[src/rtl/comp_share_arbiter_if.sv]
// Request/result bundle between the compare clients and comp_share_arbiter.
// Requester k owns bit k of the one-hot vectors and 32-bit slice k of a_i/b_i.
interface comp_share_arbiter_if #(
  parameter int NREQ = 4
);
  localparam int IDW = $clog2(NREQ);

  logic [NREQ-1:0]    req_i;
  logic [NREQ*32-1:0] a_i;
  logic [NREQ*32-1:0] b_i;
  logic [NREQ-1:0]    gnt_o;
  logic [NREQ-1:0]    done_o;
  logic [IDW-1:0]     id_o;
  logic               bg_o;
  logic               eq_o;
  logic               sl_o;
  logic               busy_o;

  modport master (
    output req_i, a_i, b_i,
    input  gnt_o, done_o, id_o, bg_o, eq_o, sl_o, busy_o
  );

  modport slave (
    input  req_i, a_i, b_i,
    output gnt_o, done_o, id_o, bg_o, eq_o, sl_o, busy_o
  );
endinterface

[src/rtl/comp_share_arbiter.sv]
// Round-robin scheduler sharing one unsigned 32-bit cascadable comparator
// between NREQ requesters: arbitrate, latch operands, compare, return result.
module comparator_32b_io (
  input  logic [31:0] a_i,
  input  logic [31:0] b_i,
  input  logic        AbgB_i,
  input  logic        AslB_i,
  input  logic        AeqB_i,
  output logic        AbgB_o,
  output logic        AslB_o,
  output logic        AeqB_o
);
  always_comb begin
    if (a_i > b_i) begin
      {AbgB_o, AeqB_o, AslB_o} = 3'b100;
    end else if (a_i < b_i) begin
      {AbgB_o, AeqB_o, AslB_o} = 3'b001;
    end else begin
      {AbgB_o, AeqB_o, AslB_o} = {AbgB_i, AeqB_i, AslB_i};
    end
  end
endmodule

module comp_share_arbiter #(
  parameter int NREQ = 4
) (
  input  logic                  clk_i,
  input  logic                  rst_ni,
  comp_share_arbiter_if.slave   bus
);
  localparam int IDW = $clog2(NREQ);

  typedef enum logic [1:0] {
    S_IDLE,
    S_GRANT,
    S_COMPARE,
    S_DONE
  } state_e;

  state_e          state_q, state_d;
  logic [IDW-1:0]  ptr_q, ptr_d;
  logic [IDW-1:0]  id_q, id_d;
  logic [31:0]     a_q, a_d;
  logic [31:0]     b_q, b_d;
  logic            bg_q, bg_d;
  logic            eq_q, eq_d;
  logic            sl_q, sl_d;

  logic [IDW-1:0]  idx;
  logic [IDW-1:0]  win;
  logic            win_vld;
  logic            cmp_bg, cmp_eq, cmp_sl;
  logic [NREQ-1:0] id_onehot;

  // Scan upward from ptr, wrapping at NREQ-1; the first requester found wins.
  always_comb begin
    idx     = '0;
    win     = '0;
    win_vld = 1'b0;
    for (int i = 0; i < NREQ; i++) begin
      idx = IDW'((int'(ptr_q) + i) % NREQ);
      if (!win_vld && bus.req_i[idx]) begin
        win     = idx;
        win_vld = 1'b1;
      end
    end
  end

  // Only the operand registers reach the comparator, so clients may change
  // their operands as soon as the grant has been taken.
  comparator_32b_io u_cmp (
    .a_i    (a_q),
    .b_i    (b_q),
    .AbgB_i (1'b0),
    .AslB_i (1'b0),
    .AeqB_i (1'b1),
    .AbgB_o (cmp_bg),
    .AslB_o (cmp_sl),
    .AeqB_o (cmp_eq)
  );

  always_comb begin
    // NOTE: every next-state value starts as a hold of its flop, so no path
    // through the case leaves a signal unassigned and no latch is inferred.
    state_d = state_q;
    ptr_d   = ptr_q;
    id_d    = id_q;
    a_d     = a_q;
    b_d     = b_q;
    bg_d    = bg_q;
    eq_d    = eq_q;
    sl_d    = sl_q;
    unique case (state_q)
      S_IDLE: begin
        if (win_vld) begin
          id_d    = win;
          state_d = S_GRANT;
        end
      end
      S_GRANT: begin
        a_d     = bus.a_i[{id_q, 5'd0} +: 32];
        b_d     = bus.b_i[{id_q, 5'd0} +: 32];
        ptr_d   = (id_q == IDW'(NREQ - 1)) ? '0 : id_q + 1'b1;
        state_d = S_COMPARE;
      end
      S_COMPARE: begin
        bg_d    = cmp_bg;
        eq_d    = cmp_eq;
        sl_d    = cmp_sl;
        state_d = S_DONE;
      end
      S_DONE: begin
        state_d = S_IDLE;
      end
      default: state_d = S_IDLE;
    endcase
  end

  // NOTE: the operand and result registers are plain flops, not a memory, so
  // they take the reset like everything else and never start as X.
  always_ff @(posedge clk_i or negedge rst_ni) begin
    if (!rst_ni) begin
      state_q <= S_IDLE;
      ptr_q   <= '0;
      id_q    <= '0;
      a_q     <= '0;
      b_q     <= '0;
      bg_q    <= 1'b0;
      eq_q    <= 1'b0;
      sl_q    <= 1'b0;
    end else begin
      // NOTE: non-blocking updates so every flop samples pre-edge values.
      state_q <= state_d;
      ptr_q   <= ptr_d;
      id_q    <= id_d;
      a_q     <= a_d;
      b_q     <= b_d;
      bg_q    <= bg_d;
      eq_q    <= eq_d;
      sl_q    <= sl_d;
    end
  end

  assign id_onehot   = {{(NREQ-1){1'b0}}, 1'b1} << id_q;
  assign bus.gnt_o   = (state_q == S_GRANT) ? id_onehot : '0;
  assign bus.done_o  = (state_q == S_DONE)  ? id_onehot : '0;
  assign bus.id_o    = id_q;
  assign bus.bg_o    = bg_q;
  assign bus.eq_o    = eq_q;
  assign bus.sl_o    = sl_q;
  assign bus.busy_o  = (state_q != S_IDLE);
endmodule
[src/flat_wrapper.sv]
// flat-port wrapper written by rule: the top's interface ports become plain ports
module comp_share_arbiter_flat 
#(
  parameter int NREQ = 4
)
  (clk_i, rst_ni, bus_req_i, bus_a_i, bus_b_i, bus_gnt_o, bus_done_o, bus_id_o, bus_bg_o, bus_eq_o, bus_sl_o, bus_busy_o);
  comp_share_arbiter_if #(.NREQ(NREQ)) bus_i ();
  input  logic clk_i;
  input  logic rst_ni;
  input wire logic [$bits(bus_i.req_i)-1:0] bus_req_i;
  input wire logic [$bits(bus_i.a_i)-1:0] bus_a_i;
  input wire logic [$bits(bus_i.b_i)-1:0] bus_b_i;
  output wire logic [$bits(bus_i.gnt_o)-1:0] bus_gnt_o;
  output wire logic [$bits(bus_i.done_o)-1:0] bus_done_o;
  output wire logic [$bits(bus_i.id_o)-1:0] bus_id_o;
  output wire logic [$bits(bus_i.bg_o)-1:0] bus_bg_o;
  output wire logic [$bits(bus_i.eq_o)-1:0] bus_eq_o;
  output wire logic [$bits(bus_i.sl_o)-1:0] bus_sl_o;
  output wire logic [$bits(bus_i.busy_o)-1:0] bus_busy_o;
  assign bus_i.req_i = bus_req_i;
  assign bus_i.a_i = bus_a_i;
  assign bus_i.b_i = bus_b_i;
  assign bus_gnt_o = bus_i.gnt_o;
  assign bus_done_o = bus_i.done_o;
  assign bus_id_o = bus_i.id_o;
  assign bus_bg_o = bus_i.bg_o;
  assign bus_eq_o = bus_i.eq_o;
  assign bus_sl_o = bus_i.sl_o;
  assign bus_busy_o = bus_i.busy_o;
  comp_share_arbiter #(.NREQ(NREQ)) u_core (.clk_i(clk_i), .rst_ni(rst_ni), .bus(bus_i));
endmodule
[config.mk]
export PLATFORM = sky130hd
export DESIGN_NAME = comp_share_arbiter_flat
export DESIGN_NICKNAME = d
export VERILOG_FILES = /design/src/rtl/comp_share_arbiter_if.sv /design/src/rtl/comp_share_arbiter.sv /design/src/flat_wrapper.sv
export SDC_FILE = /design/constraint.sdc
export NUM_CORES = 1
export LEC_CHECK = 0
export CAP_MARGIN = 20
export CELL_PAD_IN_SITES_DETAIL_PLACEMENT = 1
export CELL_PAD_IN_SITES_GLOBAL_PLACEMENT = 1
export CORE_UTILIZATION = 30
export CTS_BUF_LIST = sky130_fd_sc_hd__clkbuf_16
export CTS_CLUSTER_DIAMETER = 150
export DETAILED_ROUTE_END_ITERATION = 8
export MAX_ROUTING_LAYER = met4
export PLACE_DENSITY = 0.87
export SYNTH_ARGS = -nofsm -noshare
export SYNTH_HDL_FRONTEND = slang
export SYNTH_SLANG_ARGS = --single-unit
[constraint.sdc]
create_clock -name clk_i -period 2.7 [get_ports clk_i]
set_clock_uncertainty 0.2 [all_clocks]
set_input_delay 0.54 -clock clk_i [delete_from_list [all_inputs] [get_ports clk_i]]
set_output_delay 0.54 -clock clk_i [all_outputs]
set_load 0.1 [all_outputs]
==> flow_summary.toml <==
[outcome]
status = "finished clean"

[placement]
dpl_cell_area_mm2 = 0.00833
dp_hpwl_mm = 15.5
place.gp.congestion = 0.838
dp_cells = 911
place.port_buffers = 275

[synthesis]
synth_ff_type = "dfrtp_1"
syn_area_per_cell_um2 = 12.3
synth_fp_nets = 731
ys_seq_elements = 73
synth_cell_types = 36
netlist_instances = 428
synth-edff-count = 0
yosys_warnings = 0
synth_seq_area_share = 0.347
async_flop_share = 1.00
netlist_area_mm2 = 0.00527

[die]
core_mm2 = 0.0172
fp.dieW_um = 134
io-pin-count = 276
die_h_um = 134
rows = 48
initial_core_util = 0.306
dieArea_mm2 = 0.0181

[sta]
hold_viol = 0
fin_crit_sh = 0.921
tightest_slew_ns = 0.769
setup_viol = 0
drv_slew = 0
relSlewSlack = 0.488
rsz0062_at_grt = "no"
fin_setup_tns_ns = 0
fin_crit_ns = 2.49
fmax_mhz = 402

[layout]
design_area_mm2 = 0.00865
drive_gt1_frac = 0.211
final_cells = 931
utilization = 0.502
fillCellCount = 1807
nets = 1001
multi_input_area_mm2 = 0.00312
area_growth_pct = 64.2
layout.area.seq_mm2 = 0.00183

[setup_path]
worstPathRequired_ns = 1.96
critPathCaptureType = "output port"
path_cells = "inv_1 > ha_1 > and2_2 > buf_12"
r2r_start = "u_core.a_q[15]"
max_stage_delay_ns = 0.66
start_kind = "flip-flop"
r2r-end = "u_core.bus.sl_o"
r2r_cells = 6
r2r_setup_slack_ns = 0.48
crit_arrival_ns = 1.75
cp_max_fo = 14
crit_buf_inv = 2
path_class = "flip-flop to output port"
cp_top_family = "flip-flops"
crit_slowest_cell = "dfrtp_4"

[routing]
wirelength_mm = 19.1
wire_per_inst_um = 20.5
num_vias = 4652
first_iter_violations = 158
drc = 0
vias_per_cell = 5.00
ant_nets = 0
drtPass1Iterations = 4

[global_route]
antenna_found_initial = 3
grt_max_degree = 57
grt_first_pass_wirelength_mm = 29.1
gr-total-overflow = 0
grt_util_all_layers = 0.221
grt_pass1_vias = 5438

[clocking]
clock_path_buffers = 2
path_clk_slew_ns = 0.06
cts_tree = "yes"
cts_htree_levels = 3
cts_sinks = 73
clkLatencyLatePin_ns = 0.34
cts-root-buf = "clkbuf_16"
ctsResizeCount = 0
cts_buffers = 9
hold_buffers = 0
cts_setup_buffers = 0

[run]
maxCapViolCount = 0

[pwr]
power.density_mw_per_mm2 = 972
ir_worst_vdd_mv = 0.898
p_leak_nw = 3.49

[worst_hold_path]
hp-class = "input pin to asynchronous set/reset pin"
## cells by family (layout without fill, tap and decap cells)
logic type                 Yosys count  after routing  share of synthesized area
other                                0              3                          0
DFF                                 73             73                      0.347
AOI/OAI and AO/OA                   74             74                     0.0805
buffers and inverters               70            345                     0.0646
muxes                               98             98                      0.346
and+or+nand+nor                     72             72                     0.0644
adders and majority gates           41             41                     0.0974
## placed cells by master (no fill, tap or decap), drive strengths merged
cell,n
nor3,2
a21o,3
a31oi,1
a21oi,15
nand4,7
o2111a,1
mux2i,1
ha,41
o211ai,1
nor4,3
mux2,33
clkdlybuf4s50,260
a22o,1
clkinv,3
inv,46
bufinv,1
dfrtp,73
a21boi,1
nand3,3
nor2,2
a221oi,1
clkbuf,9
diode,3
o41ai,1
o22ai,1
o21a,1
o21ai,44
nor2b,1
mux4,64
nand2,45
a22oi,3
and2,8
buf,26
nand2b,1
## power breakdown
part           total (W)  internal (W)  switching, W  leakage, nW
combinational    0.00521       0.00258       0.00263         2.46
sequential       0.00205       0.00167      0.000381        0.875
clock            0.00115      0.000699      0.000452        0.150
## metal layers
layer	vias up	routed length, um	track usage
li1	2148	-	-
met5	-	0	-
met3	20	1190	0.0488
met4	0	308	0.0655
met1	2310	7480	0.246
met2	174	10100	0.397
## worst reg2reg max path, cell delays in order (launching register included)
cell	delay (ns)
dfrtp_1	0.41
ha_1	0.35
nand4_2	0.17
nor4_2	0.40
a21boi_2	0.25
o41ai_2	0.11
a22o_1	0.22
## final cells by class
| cell class | count | area share |
|---|---|---|
| repair buffers | 286 | 0.343 |
| clock buffers | 9 | 0.0260 |
| diodes | 3 | 0.000868 |
| clock inverters | 7 | 0.00636 |
| well taps | 225 | 0.0325 |
| inverters | 43 | 0.0187 |
| flip-flops and latches | 73 | 0.212 |
| multi-input cells | 285 | 0.361 |
## worst max path at each step
stage / startpoint / end / slack [ns] / cells past startpoint
2_1_floorplan: u_core.state_q[1] / bus_gnt_o[3] / 0.07 / 5
3_3_place_gp: u_core.bus.id_o[0] / bus_gnt_o[0] / 0.48 / 4
3_5_place_dp: bus_req_i[0] / u_core.bus.id_o[0] / 0.29 / 4
4_1_cts: u_core.bus.id_o[0] / bus_gnt_o[0] / 0.01 / 4
5_1_grt: u_core.bus.id_o[0] / bus_gnt_o[0] / 0.15 / 4
6_report: u_core.bus.id_o[0] / bus_gnt_o[0] / 0.21 / 4
## registers in the layout (all words and copies together), names as in the netlist
| signal | cells |
|---|---|
| u_core.bus.eq_o | 1 |
| u_core.state_q | 2 |
| u_core.bus.sl_o | 1 |
| u_core.bus.bg_o | 1 |
| u_core.a_q | 32 |
| u_core.bus.id_o | 2 |
| u_core.b_q | 32 |
| u_core.ptr_q | 2 |
## metrics by stage
stage	hold WS (ns)	power [W]	worst slack, ns
2_1_floorplan	0.0444	0.00568	0.0681
3_3_place_gp	0.296	0.00693	0.480
3_5_place_dp	0.304	0.00726	0.286
4_1_cts	0.0988	0.00848	0.0102
5_1_grt	0.131	0.00905	0.146
6_report	0.0804	0.00840	0.213
## cells in the mapped netlist (2+ instances only)
| cell | n | area [um2] |
|---|---|---|
| a21o_1 | 3 | 22.5 |
| ha_1 | 41 | 513 |
| nand2_1 | 45 | 169 |
| nor3_1 | 2 | 10.0 |
| buf_1 | 7 | 26.3 |
| nor4_1 | 2 | 12.5 |
| buf_6 | 5 | 56.3 |
| dfrtp_1 | 73 | 1830 |
| o21ai_0 | 17 | 85.1 |
| nor2_1 | 2 | 7.51 |
| buf_2 | 5 | 25.0 |
| and2_1 | 8 | 50.1 |
| inv_1 | 43 | 161 |
| mux4_2 | 64 | 1440 |
| mux2_2 | 33 | 372 |
| clkbuf_1 | 7 | 26.3 |
| buf_8 | 3 | 45.0 |
| a21oi_1 | 15 | 75.1 |
| a22oi_1 | 3 | 22.5 |
| nand3_1 | 3 | 15.0 |
| o21ai_1 | 27 | 135 |
| nand4_1 | 6 | 37.5 |
No activity file was read; power rests on OpenSTA's default activity.
